## src/rtl/srsc_pkg.sv

```systemverilog
// Shared types and constants for the SRSC pixel pipeline.
// Fixed-point formats for the reciprocal path live here.
package srsc_pkg;

    localparam int Q_FRAC_INV = 8;
    localparam int INV_W      = 10;
    localparam int T_W        = 8;

    localparam logic [INV_W-1:0] INV_SAT = 10'h3FF;

    typedef enum logic [1:0] {
        IDLE = 2'd0,
        CALC = 2'd1,
        DONE = 2'd2
    } state_t;

endpackage

```

## src/rtl/restoring_div_step.sv

```systemverilog
// One restoring-division step: shift in a dividend bit,
// subtract the divisor when it fits.
module restoring_div_step
    import srsc_pkg::*;
(
    input  logic [T_W:0] rem_in,
    input  logic         bit_in,
    input  logic [T_W:0] d,
    output logic [T_W:0] rem_out,
    output logic         q_bit
);

    logic [T_W+1:0] sh;
    logic           ge;

    assign sh = {rem_in, bit_in};
    assign ge = (sh >= {1'b0, d});

    // rem_in < d <= 255 keeps the restored value inside 9 bits
    assign rem_out = ge ? (T_W+1)'(sh - {1'b0, d}) : sh[T_W:0];
    assign q_bit   = ge;

endmodule

```

## src/rtl/inv_trans_divider_srsc.sv

```systemverilog
// Iterative 1/t (Q2.8) from a Q0.8 transmission estimate,
// with the (Ic-Ac) side-band carried alongside the result.
module inv_trans_divider_srsc
    import srsc_pkg::*;
#(
    parameter logic [T_W-1:0] T_MIN      = 8'd26,
    parameter int             DIV_CYCLES = 17
)
(
    input  logic             clk,
    input  logic             rst_n,
    input  logic             in_valid,
    output logic             in_ready,
    input  logic [T_W-1:0]   trans,
    input  logic [T_W-1:0]   ic_minus_ac,
    output logic             out_valid,
    input  logic             out_ready,
    output logic [INV_W-1:0] inv_trans,
    output logic [T_W-1:0]   ic_minus_ac_o
);

    localparam int CW = $clog2(DIV_CYCLES);

    localparam logic [DIV_CYCLES-1:0] DIVIDEND =
        DIV_CYCLES'(1) << (DIV_CYCLES - 1);
    localparam logic [CW-1:0] CNT_LOAD = CW'(DIV_CYCLES - 1);
    localparam logic [DIV_CYCLES-1:0] SAT_Q = DIV_CYCLES'(INV_SAT);

    if (T_MIN < 1) begin : g_tmin_chk
        $error("T_MIN must be at least 1");
    end

    state_t                state;
    logic [T_W:0]          d;
    logic [T_W:0]          rem;
    logic [DIV_CYCLES-1:0] q;
    logic [CW-1:0]         count;
    logic [T_W-1:0]        side;

    logic [T_W:0]          rem_nxt;
    logic                  q_bit;

    restoring_div_step u_step (
        .rem_in  (rem),
        .bit_in  (DIVIDEND[count]),
        .d       (d),
        .rem_out (rem_nxt),
        .q_bit   (q_bit)
    );

    always_ff @(posedge clk or negedge rst_n) begin
        if (!rst_n) begin
            state         <= IDLE;
            in_ready      <= 1'b0;
            out_valid     <= 1'b0;
            inv_trans     <= '0;
            ic_minus_ac_o <= '0;
            d             <= '0;
            rem           <= '0;
            q             <= '0;
            count         <= '0;
            side          <= '0;
        end else begin
            unique case (state)
                IDLE: begin
                    in_ready <= 1'b1;
                    if (in_valid && in_ready) begin
                        d        <= (trans < T_MIN) ? {1'b0, T_MIN}
                                                    : {1'b0, trans};
                        side     <= ic_minus_ac;
                        rem      <= '0;
                        q        <= '0;
                        count    <= CNT_LOAD;
                        in_ready <= 1'b0;
                        state    <= CALC;
                    end
                end
                CALC: begin
                    rem      <= rem_nxt;
                    q[count] <= q_bit;
                    if (count == '0) begin
                        state <= DONE;
                    end else begin
                        count <= count - 1'b1;
                    end
                end
                DONE: begin
                    if (!out_valid) begin
                        out_valid     <= 1'b1;
                        inv_trans     <= (q > SAT_Q) ? INV_SAT
                                                     : q[INV_W-1:0];
                        ic_minus_ac_o <= side;
                    end else if (out_ready) begin
                        // new beats wait for the IDLE cycle that follows
                        out_valid <= 1'b0;
                        in_ready  <= 1'b1;
                        state     <= IDLE;
                    end
                end
                default: begin
                    state <= IDLE;
                end
            endcase
        end
    end

endmodule

```

## config.mk

```make
export PLATFORM = sky130hd
export DESIGN_NAME = inv_trans_divider_srsc
export DESIGN_NICKNAME = d
export VERILOG_FILES = /design/src/rtl/srsc_pkg.sv /design/src/rtl/restoring_div_step.sv /design/src/rtl/inv_trans_divider_srsc.sv
export SDC_FILE = /design/constraint.sdc
export NUM_CORES = 1
export LEC_CHECK = 0
export ABC_AREA = 1
export BUFFER_PORTS_ARGS = -buffer_cell sky130_fd_sc_hd__buf_4
export CAP_MARGIN = 15
export CORE_ASPECT_RATIO = 0.9
export CORE_MARGIN = 4
export CORE_UTILIZATION = 55
export DETAILED_ROUTE_END_ITERATION = 16
export MAX_ROUTING_LAYER = met4
export PLACE_DENSITY = 0.81
export SYNTH_ARGS = -nofsm -noshare
export SYNTH_HDL_FRONTEND = slang
export SYNTH_SLANG_ARGS = --single-unit
```

## constraint.sdc

```tcl
create_clock -name clk -period 3.54 [get_ports clk]
set_input_delay 0.885 -clock clk [delete_from_list [all_inputs] [get_ports clk]]
set_output_delay 0.885 -clock clk [all_outputs]
set_load 0.02 [all_outputs]
```

==> impl_metrics.toml <==
[worst_setup_path]
worstReg2RegStart = "count[4]$_DFFE_PN0P_"
worst_setup_path_start_kind = "register"
rr_endpoint = "rem[0]$_DFFE_PN0P_"
end_kind = "register"
worst_path_max_delay_cell = "dfrtp_1"
reg2reg_slack_ns = 1.39
path_cells = "inv_1, ha_1, fa_1, inv_1, nand2_1, nand2_1, nand3_1, nand2_2, nor2_4, nand3_1, nand2_1, nand2_1, nand2_1"
cp_max_fo = 8
crit_top_cell = "nand2_1"
slowest_delay_ns = 0.48
arrival_ns = 2.39
worst_ep_required_time_ns = 3.78
worstRegToRegCells = 13
crit_type = "reg -> reg"

[clocking]
clkSlewWorstSetupHoldPaths_ns = 0.07
ctsResizeCount = 0
numCtsBuffers = 9
clock_latency_ns = 0.34
clock-sinks = 69
h-tree-depth = 3
tritoncts = "done"
cts_buffer_depth = 2
postCtsHoldBufs = 0
post-cts-setup-buffers = 0
cts_root_buf = "clkbuf_8"

[floorplan]
initial_core_util = 0.576
die_x_um = 93.1
core_sq_um = 6220
die_y_um = 84.6
die_area_sq_um = 7870
num_rows = 27
io_pins = 40

[layout]
antennaDiodeCount = 0
postLayoutCoreUtil = 0.659
final_nets = 504
nFillCells = 546
regArea_sq_um = 1730
area_growth_pct = 14.3
drive_above_1_share = 0.171
multiInputGateArea_sq_um = 1600

[logic_synthesis]
yosys.cell_types.count = 36
synth_area_sq_um = 3580
synthTopCellsByArea = "dfrtp_1, nand2_1, nand3_1, inv_1, ha_1"
ys_warn_count = 0
syn-num-nets = 464
synth-seq-area-share = 0.482
synth_edf_count = 0
async_flop_share = 1.00
synth_flop_cell = "dfrtp_1"
yosysTopAreaCellShare = 0.482
postSynthCellCount = 430
syn_area_per_cell_sq_um = 8.33
synth_top_area_cell = "dfrtp_1"
synth-seq-cells = 69

[sta]
fmax_mhz = 464
rsz0062_at_grt = "no"
period_share = 0.608
worst_hold_slack_ns = 0.477
slew_headroom = 0.373
finClkSkew_ns = 0.00780
finalMaxSlewViolations = 0
setup_viol = 0
hold_viol_final = 0
tns_ns = 0
layout_min_cycle_time_ns = 2.15
worst_pin_slew_ns = 0.933

[routing]
highest_layer = "met4"
met2_length_um = 3450
vias_per_cell = 5.18
drc_errors = 0
wl_met1_um = 3600
vias = 2913
post_drt_wl_per_cell_um = 13.4
drtIter0Drc = 162
wl_met3_um = 411
drt_pass1_iterations = 4
ant_nets = 0
drt_wl_total_um = 7540

[place]
globalplace.congestion = 0.936
io_buffers = 39
dpl.hpwl_um = 5300

[global_routing]
grt_pass1_wl_um = 13400
antenna_found_initial = 0
grt_usage = 0.222
grt_pass1_vias = 2916
grt_max_degree = 70
grt-ovfl-total = 0

[power]
p_leak_nw = 2.17
p_total_w = 0.00432
ir_worst_vdd_uv = 583
pwr_density_cell_nw_per_um2 = 1060

[min_path]
min_path_cells = 2
min_to = "ic_minus_ac_o[6]$_DFFE_PN0P_"
min-delay-start = "side[6]$_DFFE_PN0P_"
hold_class = "reg -> reg"

[run_status]
status = "finished, final reports clean"

[job]
drv_cap = 0
==> cells in the final DEF, fill, tap and decap left out <==
| cell | instances |
|---|---|
| clkinv_2 | 3 |
| nor3b_1 | 1 |
| nor4_2 | 1 |
| fa_1 | 1 |
| inv_2 | 1 |
| dfrtp_1 | 69 |
| clkinv_4 | 1 |
| nor3_2 | 1 |
| o22ai_1 | 1 |
| nand4_1 | 2 |
| xor2_1 | 3 |
| buf_4 | 40 |
| clkbuf_1 | 2 |
| a22oi_1 | 1 |
| nand3b_1 | 2 |
| inv_4 | 1 |
| a21oi_2 | 1 |
| nand3_1 | 43 |
| a21oi_1 | 4 |
| o21ai_0 | 24 |
| xnor2_1 | 1 |
| nor3_1 | 4 |
| nand4_4 | 1 |
| o21ai_2 | 9 |
| nor2_2 | 2 |
| o211ai_1 | 1 |
| a2bb2oi_1 | 10 |
| nand2_1 | 137 |
| inv_1 | 49 |
| a21oi_4 | 1 |
| o21bai_1 | 1 |
| nor2_4 | 3 |
| nand3_4 | 1 |
| ha_1 | 13 |
| nor2_1 | 25 |
| nand2_2 | 5 |
| clkbuf_8 | 10 |
==> metrics by stage <==
stage	worst slack (ns)	area (sq um)	instances
after global routing	1.19	4090	562
after floorplan	1.59	3580	430
after global placement	1.37	3930	546
after CTS	1.40	4090	562
final	1.39	4090	562
after detailed placement	1.30	3930	546
==> state kept, by name, summed over array words and instances, names as in the netlist <==
name / cells
ic_minus_ac_o: 8
side: 8
rem: 9
q: 17
out_valid: 1
in_ready: 1
d: 8
inv_trans: 10
state: 2
count: 5
==> cells by family (layout without fill, tap and decap cells) <==
family / count (synthesis) / count (layout) / share of synthesized area
xor gates and xnor gates: 4 / 4 / 0.00979
DFF: 69 / 69 / 0.482
and+or+nand+nor: 228 / 228 / 0.284
adders and majority gates: 14 / 14 / 0.0510
AOI/OAI and AO/OA: 53 / 53 / 0.101
buffers and inverters: 62 / 107 / 0.0723
==> synth_stat cells (5+ instances only) <==
cell type and instances:
nand2_1 137, dfrtp_1 69, inv_1 49, nand3_1 43, nor2_1 25, o21ai_0 24
ha_1 13, a2bb2oi_1 10, o21ai_2 9, clkbuf_1 6, nand2_2 5
==> critical path, delay by kind of cell, from the launching register on <==
| kind | cells | cell delay (ns) |
|---|---|---|
| flops | 1 | 0.48 |
| simple gates | 9 | 0.73 |
| fa+ha+maj | 2 | 0.62 |
| buf+inv | 2 | 0.21 |
==> how the worst max path moves through the flow <==
stage,start,to,slack (ns),depth (start not counted)
floorplan,count[4]$_DFFE_PN0P_,q[16]$_DFFE_PN0P_,1.59,11
global route,count[4]$_DFFE_PN0P_,q[3]$_DFFE_PN0P_,1.19,10
finish,count[4]$_DFFE_PN0P_,rem[0]$_DFFE_PN0P_,1.39,13
CTS,count[4]$_DFFE_PN0P_,rem[0]$_DFFE_PN0P_,1.40,13
detailed placement,in_valid,rem[2]$_DFFE_PN0P_,1.30,6
global placement,in_valid,rem[0]$_DFFE_PN0P_,1.37,6
==> cell type report <==
class | count | share of cell area
Clock buffer | 12 | 0.0355
Tap cell | 87 | 0.0266
Multi-Input combinational cell | 299 | 0.390
Clock inverter | 4 | 0.00581
Sequential cell | 69 | 0.422
Inverter | 51 | 0.0474
Timing Repair Buffer | 40 | 0.0733
==> where the power goes <==
part / total, W / internal [W] / switching [W]
Sequential: 0.00142 / 0.00116 / 0.000260
Combinational: 0.00234 / 0.000855 / 0.00149
Clock: 0.000556 / 0.000271 / 0.000285
==> per-layer routing <==
metal | global-route usage | vias up
met5 | - | -
met4 | 0.0719 | 0
met3 | 0.0520 | 8
met2 | 0.326 | 77
met1 | 0.305 | 1368
li1 | - | 1460
No activity file was read; power rests on OpenSTA's default activity.
